--- src/rtl/timer_int_ctrl_pkg.sv ---
// Shared constants and types for the timer interrupt initiator.
// Holds the FSM encodings, the entry-strobe status value and the default
// handler vector so the register file and fetch logic agree on them.
package timer_int_ctrl_pkg;

  localparam int COUNT_W = 32;

  typedef enum logic [1:0] {
    TI_IDLE    = 2'd0,
    TI_TAKE    = 2'd1,
    TI_HANDLER = 2'd2,
    TI_RETURN  = 2'd3
  } ti_state_e;

  // Value seen by the register file on epce_o when r26 must capture the PC.
  localparam logic TIMER_INT_STATUS = 1'b1;

  localparam logic [31:0] DEFAULT_HANDLER_ADDR = 32'h0000_0040;

  // Counter reload value for a given expiry interval.
  function automatic logic [COUNT_W-1:0] reload_value(input logic [COUNT_W-1:0] period);
    return period - {{(COUNT_W-1){1'b0}}, 1'b1};
  endfunction

endpackage

--- src/rtl/timer_int_ctrl_counter.sv ---
// Reloadable free-running down-counter. expire is high during the cycle the
// count sits at zero while enabled; the same edge reloads PERIOD-1.
module timer_counter
  import timer_int_ctrl_pkg::*;
#(
  parameter logic [COUNT_W-1:0] PERIOD = 32'd1000
) (
  input  logic               clk,
  input  logic               rst,
  input  logic               en,
  output logic [COUNT_W-1:0] count,
  output logic               expire
);

  localparam logic [COUNT_W-1:0] RELOAD = reload_value(PERIOD);

  assign expire = en && (count == '0);

  // Count down while enabled, wrapping to the reload value after zero.
  always_ff @(posedge clk) begin
    if (rst) begin
      count <= RELOAD;
    end else if (en) begin
      if (expire) begin
        count <= RELOAD;
      end else begin
        count <= count - {{(COUNT_W-1){1'b0}}, 1'b1};
      end
    end
  end

endmodule

--- src/rtl/timer_int_ctrl.sv ---
// Timer interrupt initiator for the five-stage pipeline. Latches a single
// timer expiry, waits for a non-stalled cycle, then flushes and redirects
// fetch to the handler; on eret it redirects back to the r26 address.
module timer_int_ctrl
  import timer_int_ctrl_pkg::*;
#(
  parameter logic [COUNT_W-1:0] PERIOD       = 32'd1000,
  parameter int                 ADDR_W       = 32,
  parameter logic [ADDR_W-1:0]  HANDLER_ADDR = ADDR_W'(DEFAULT_HANDLER_ADDR)
) (
  input  logic               clk,
  input  logic               rst,
  input  logic               timer_en_i,
  input  logic               stall_i,
  input  logic               eret_i,
  input  logic [ADDR_W-1:0]  epc_i,
  output logic               epce_o,
  output logic               flush_o,
  output logic               redirect_o,
  output logic [ADDR_W-1:0]  redirect_pc_o,
  output logic               in_handler_o,
  output logic               pending_o,
  output logic [COUNT_W-1:0] count_o
);

  ti_state_e state;
  ti_state_e next_state;
  logic      pending;
  logic      next_pending;
  logic      expire;

  // The top address bit of r26 is forced low on return, so it is never read.
  logic unused_epc_msb;
  assign unused_epc_msb = epc_i[ADDR_W-1];

  timer_counter #(
    .PERIOD (PERIOD)
  ) u_counter (
    .clk    (clk),
    .rst    (rst),
    .en     (timer_en_i),
    .count  (count_o),
    .expire (expire)
  );

  // State and pending-flag registers; reset abandons any pending expiry.
  always_ff @(posedge clk) begin
    if (rst) begin
      state   <= TI_IDLE;
      pending <= 1'b0;
    end else begin
      state   <= next_state;
      pending <= next_pending;
    end
  end

  // Next-state logic; a new expiry beats the clear issued by TAKE.
  always_comb begin
    next_state   = state;
    next_pending = pending;
    if (expire) begin
      next_pending = 1'b1;
    end else if (state == TI_TAKE) begin
      next_pending = 1'b0;
    end
    case (state)
      TI_IDLE: begin
        if (pending && !stall_i) begin
          next_state = TI_TAKE;
        end
      end
      TI_TAKE: begin
        next_state = TI_HANDLER;
      end
      TI_HANDLER: begin
        if (eret_i) begin
          next_state = TI_RETURN;
        end
      end
      TI_RETURN: begin
        next_state = TI_IDLE;
      end
      default: begin
        next_state = TI_IDLE;
      end
    endcase
  end

  assign epce_o       = (state == TI_TAKE) ? TIMER_INT_STATUS : ~TIMER_INT_STATUS;
  assign flush_o      = (state == TI_TAKE) || (state == TI_RETURN);
  assign redirect_o   = (state == TI_TAKE) || (state == TI_RETURN);
  assign in_handler_o = (state == TI_HANDLER);
  assign pending_o    = pending;

  // PC override: handler vector on entry, r26 with the top bit cleared on return.
  always_comb begin
    redirect_pc_o = '0;
    if (state == TI_TAKE) begin
      redirect_pc_o = HANDLER_ADDR;
    end else if (state == TI_RETURN) begin
      redirect_pc_o = {1'b0, epc_i[ADDR_W-2:0]};
    end
  end

endmodule

--- config.mk ---
export PLATFORM = sky130hd
export DESIGN_NAME = timer_int_ctrl
export DESIGN_NICKNAME = d
export VERILOG_FILES = /design/src/rtl/timer_int_ctrl_pkg.sv /design/src/rtl/timer_int_ctrl_counter.sv /design/src/rtl/timer_int_ctrl.sv
export SDC_FILE = /design/constraint.sdc
export NUM_CORES = 1
export LEC_CHECK = 0
export ABC_AREA = 1
export CAP_MARGIN = 10
export CORE_MARGIN = 2
export CORE_UTILIZATION = 23
export CTS_CLUSTER_DIAMETER = 50
export CTS_CLUSTER_SIZE = 12
export DETAILED_ROUTE_END_ITERATION = 12
export GPL_ROUTABILITY_DRIVEN = 1
export HOLD_SLACK_MARGIN = 0.12
export PLACE_DENSITY_LB_ADDON = 0.3
export SYNTH_ARGS = -nofsm -noshare
export SYNTH_HDL_FRONTEND = slang
export SYNTH_SLANG_ARGS = --single-unit
--- constraint.sdc ---
create_clock -name clk -period 2.6 [get_ports clk]
set_input_delay 0.26 -clock clk [delete_from_list [all_inputs] [get_ports clk]]
set_output_delay 0.26 -clock clk [all_outputs]
set_load 0.05 [all_outputs]
==> results_dict.tcl <==
set metrics [dict create \
    path_class "flop to output port" \
    finalSetupViolCount 0 \
    finalHoldViolations 0 \
    antenna_found_initial 0 \
    yosys_warnings 0 \
    syn-cell-area_mm2 0.00226 \
    gp_congestion 0.860 \
    cts_resized 0 \
    fp.dieH_um 103 \
    drv_cap 0 \
    row_count 36 \
    nets 523 \
    r2r-end "u_counter.count[16]" \
    arrival_ns 1.93 \
    path_common_cell "buf_4" \
    via_count 2588 \
    synth_area_leader_cell "dfxtp_1" \
    path_buf_inv 3 \
    clkTransAtPathRegs_ns 0.07 \
    num_io_pins 106 \
    cp-end-kind "output port" \
    cts_sinks 35 \
    grt_max_degree 24 \
    synth.most_common_cell "nor2_1" \
    cp_top_family "adder cells" \
    p_leak_uw 0.00155 \
    timing.critical_path.cells "inv_1, ha_1, buf_4, nor2_1, buf_4" \
    hpwl_um 5400 \
    ir_drop_mv 0.203 \
    slew_viol_final 0 \
    tritoncts "yes" \
    whs_endpoint "pending_o" \
    cts_buffer_depth 2 \
    min_from "pending_o" \
    async_flop_share_pct 0 \
    drive_above_1_share_pct 12.5 \
    synth_edf_count 0 \
    htree_levels 2 \
    reg2reg_slack_ns 0.85 \
    post-cts-setup-buffer-count 0 \
    drc_errors 0 \
    critPathMaxFanout 23 \
    io_buffer_count 103 \
    period_needed_ns 2.19 \
    grt_usage_pct 12.2 \
    synth_area_per_cell_um2 5.98 \
    worstRegToRegCells 10 \
    postRouteWirelength_um 6770 \
    status "finished clean" \
    relSlewSlack_pct 50.4 \
    finClkSkew_ns 0.00431 \
    root_buffer "clkbuf_8" \
    synthDistinctLibCells 30 \
    hold_buffers 0 \
    drt_iter0_markers 71 \
    start_util_pct 23.4 \
    postSynthCellCount 378 \
    grt_pass1_wl_um 10400 \
    min_path_type "flop to flop" \
    crit_slowest_cell "ha_1" \
    core_region_area_mm2 0.00964 \
    yosysSeqAreaShare_pct 31.0 \
    clk_latency_ns 0.29 \
    cts_buffers 5 \
    routedWlPerCell_um 11.0 \
    max_stage_delay_ns 0.66 \
    rsz0062_at_grt "no" \
    die-area_mm2 0.0106 \
    worst_slew_pin_slew_ns 0.744 \
    area_growth_pct 52.9 \
    whs_path_depth 2 \
    crit_required_ns 2.34 \
    whs_ns 0.518 \
    grt_pass1_vias 2263 \
    syn_nets 421 \
    ant_nets 0 \
    drt_pass1_iterations 4 \
    yosys_register_bits 35 \
    worstReg2RegStart "u_counter.count[0]" \
    synth_top_area_share_pct 31.0 \
    ys.flop_type "dfxtp_1" \
    vias_per_cell 4.22 \
    diodes 0 \
    fmax_mhz 456 \
    fin_tns_setup_ns 0 \
    synth_common_cells "nor2_1, nand2_1, dfxtp_1" \
    finalCritPeriodShare_pct 84.3 \
    start_kind "flop" \
    powerDensity_mw_per_mm2 464 \
    die_x_um 103 \
    synth.area.top_cells "dfxtp_1, nor2_1, nand2_1, inv_1, nand3_1" \
    gr-total-overflow 0 \
]
-- layer usage --
metal,GRT usage (%),part of all wire [%]
met2,20.9,45
met4,3.34,1.3
met3,3.53,7.6
met1,15.0,46
met5,0,0
-- area by class of cell --
cell class                 count  area (µm²)
fill                        1077        6180
multi-input combinational    299        1370
timing repair buffer         106        1010
sequential                    35         701
tap                          133         166
inverter                      33         129
clock buffer                   6        82.6
clock inverter                 1        5.00
-- worst max path at each step --
| stage | from | end | depth (start not counted) |
|---|---|---|---|
| after floorplan | state[1] | redirect_pc_o[20] | 4 |
| after global placement | timer_en_i | u_counter.count[17] | 9 |
| after detailed placement | timer_en_i | u_counter.count[21] | 8 |
| after CTS | state[1] | redirect_pc_o[13] | 5 |
| after global routing | state[1] | redirect_pc_o[19] | 5 |
| final | state[1] | redirect_pc_o[13] | 5 |
-- worst register-to-register path: stages (launching register included) --
cell and delay (ns):
dfxtp_1 0.34, inv_1 0.11, ha_1 0.18, nand2_1 0.09, nor2_4 0.19, nand3_1 0.12
nor2_2 0.16, nor2_2 0.04, buf_4 0.22, clkinv_4 0.13, nor2_1 0.06
-- power by group --
part	internal (µW)	switching (µW)
sequential	550	11.3
clock	208	199
combinational	237	397
-- flip-flops by register name (all words and copies together), names as in the netlist --
signal	count
state	2
u_counter.count	32
pending_o	1
-- layout by cell type, fill, tap and decap left out, drive strengths merged, types with 3 or more instances in the layout --
master / n
a21oi: 7
buf: 37
clkbuf: 6
clkdlybuf4s50: 69
dfxtp: 35
ha: 6
inv: 32
nand2: 107
nand3: 24
nor2: 121
nor3: 6
o21ai: 5
o21bai: 5
or2: 3
xnor2: 4
xor2: 3
-- stage by stage --
stage / util, % / cell area [µm²] / cells / setup WS, ns / power, µW
finish: 35.8 / 3450 / 613 / 0.408 / 1600
global route: 35.8 / 3450 / 613 / 0.289 / 1690
CTS: 35.8 / 3450 / 613 / 0.390 / 1620
detailed placement: 34.9 / 3370 / 606 / 0.570 / 1210
global placement: 34.9 / 3370 / 606 / 0.602 / 1210
floorplan: - / 2260 / 378 / 0.574 / 977
-- cells by family after synthesis --
logic type | count (synthesis) | synth area share (%)
compound gates | 20 | 5.37
other cells | 1 | 0.166
xor+xnor | 7 | 2.71
buf+inv | 44 | 8.58
fa+ha+maj | 6 | 3.32
simple gates | 265 | 48.8
flops | 35 | 31.0
(Power assumes the default switching activity.)
==> variant: new RTL, same flow settings <==
Encoding of `ti_state_e`: now one-hot (4 bits for 4 states).
--- a/src/rtl/timer_int_ctrl_pkg.sv
+++ b/src/rtl/timer_int_ctrl_pkg.sv
@@ -6,9 +6,9 @@
   localparam int COUNT_W = 32;
 
-  typedef enum logic [1:0] {
-    TI_IDLE    = 2'd0,
-    TI_TAKE    = 2'd1,
-    TI_HANDLER = 2'd2,
-    TI_RETURN  = 2'd3
+  typedef enum logic [3:0] {
+    TI_IDLE    = 4'b0001,
+    TI_TAKE    = 4'b0010,
+    TI_HANDLER = 4'b0100,
+    TI_RETURN  = 4'b1000
   } ti_state_e;
 
Behaviour: no difference found for any inputs over 10 cycles, from zero or initial values and one cycle with rst high; not proved beyond that.
==> variant against the original RTL <==
Count of clock-buffer cells in the layout increased by 1; routed wire length rose by 6.6%; area after synthesis rose by 2.2%; setup slack worse by 120 ps; sequential cell count increased by 2; register-to-register slack improved by 30 ps; synthesized cell count up 0.26%; design area grew 13%; via count grew 0.89%.
Power is not compared: it rests on default switching activity, and its combinational part moved more than twofold at a synthesized area within 25%.
==> variant: results <==
metrics = {
    "setup_path": {
        "cp_slowest_cell": "clkdlybuf4s50_1",
        "reg2reg_depth": 12,
        "r2r_end": "u_counter.count[22]",
        "critPathCapture": "epce_o",
        "slowest_delay_ps": 810,
        "reg2reg_slack_ps": 880,
        "crit_start": "state[3]",
        "crit_fanout": 5,
    },
    "routing": {
        "dr.first_iter.drc_count": 129,
        "wl_met2_um": 3290,
        "drt_wl_total_um": 7220,
        "via_count": 2611,
        "met1_length_um": 3450,
        "wl_met3_um": 437,
        "dr.pass1.iters": 4,
        "dr.max_layer_used": "met4",
    },
    "synth": {
        "synthArstFlopShare": 0,
        "ys_types": 28,
        "synth_top_area_frac": 0.321,
        "synth_fp_nets": 417,
        "synthTopCellsByCount": "92 x nor2_1, 72 x nand2_1, 67 x inv_1",
        "synth-seq-area-share": 0.321,
        "synth_area_leaders": "dfxtp_1 32%, nor2_1 15%, nand2_1 12%",
    },
    "placement": {
        "place_congestion": 0.769,
        "place_area_mm2": 0.00380,
        "hpwl_um": 5910,
        "dp_slack_ps": 600,
        "io_buffers": 103,
    },
    "clock_tree": {
        "cts_setup_buffers": 0,
        "path_clk_slew_ps": 70,
        "insertion_delay_ps": 290,
    },
    "power": {
        "p_leak_nw": 1.77,
    },
    "global_route": {
        "grt_antenna_before_repair": 0,
        "grt_pass1_vias": 2464,
        "grt_max_degree": 16,
        "grtUsageTotal": 0.136,
        "grt_pass1_wl_um": 12000,
    },
    "cells_and_area": {
        "drive_gt1_frac": 0.153,
        "fillCellCount": 1022,
    },
    "hold_path": {
        "hold_end": "pending_o",
    },
    "outcome": {
        "status": "completed",
    },
    "timing": {
        "maxSlewHeadroom": 0.614,
        "fin_crit_sh": 0.889,
        "fin_skew_ps": 8.13,
    },
}
## variant: cell types whose count changed in the layout (fill, tap and decap cells not counted), sizes merged, moves of 3 or more
cell / change
nor2: -10
xor2: +3
inv: +36
a21oi: +6
nand2: -29
nand3: +3
ha: -5
or2: +4
## variant: stage by stage
step                 util  hold WS [ps]  instances
floorplan               -           329        379
global placement    0.389           482        611
detailed placement  0.389           485        611
CTS                 0.398           499        618
global route        0.398           523        618
finish              0.398           497        618
## variant: area by class of cell
| type | count | area (µm²) | share of cell area |
|---|---|---|---|
| well taps | 133 | 166 | 0.0428 |
| repair buffers | 107 | 1390 | 0.358 |
| multi-input cells | 266 | 1250 | 0.321 |
| flip-flops and latches | 37 | 741 | 0.191 |
| inverters | 68 | 255 | 0.0657 |
| clock buffers | 7 | 86.3 | 0.0222 |
## variant: per-layer routing
layer	track usage	vias to the layer above
li1	-	1348
met4	0.0290	0
met2	0.227	100
met3	0.0363	4
met1	0.175	1159
met5	0	-
## variant: power breakdown
group	internal [mW]	total (mW)	switching, mW	leakage (nW)
logic	0.0706	0.140	0.0699	1.42
clock network	0.211	0.418	0.207	0.0443
registers	0.573	0.579	0.00568	0.299
total	0.854	1.14	0.283	1.77
## variant: cells by family (layout without fill, tap and decap cells)
family,after synthesis,in the layout,share of synthesized area
AOI/OAI and AO/OA,20,20,0.0477
xor gates and xnor gates,9,9,0.0341
adders and majority gates,1,1,0.00542
buffers and inverters,76,182,0.139
DFF,37,37,0.321
other,1,1,0.00162
and+or+nand+nor,235,235,0.451
## variant: worst max-delay path: cells and delay by family, from the launching register on
kind / cells / cell delay, ps
buffers and inverters: 3 / 980
flip-flops: 1 / 320
AND/OR/NAND/NOR: 2 / 450
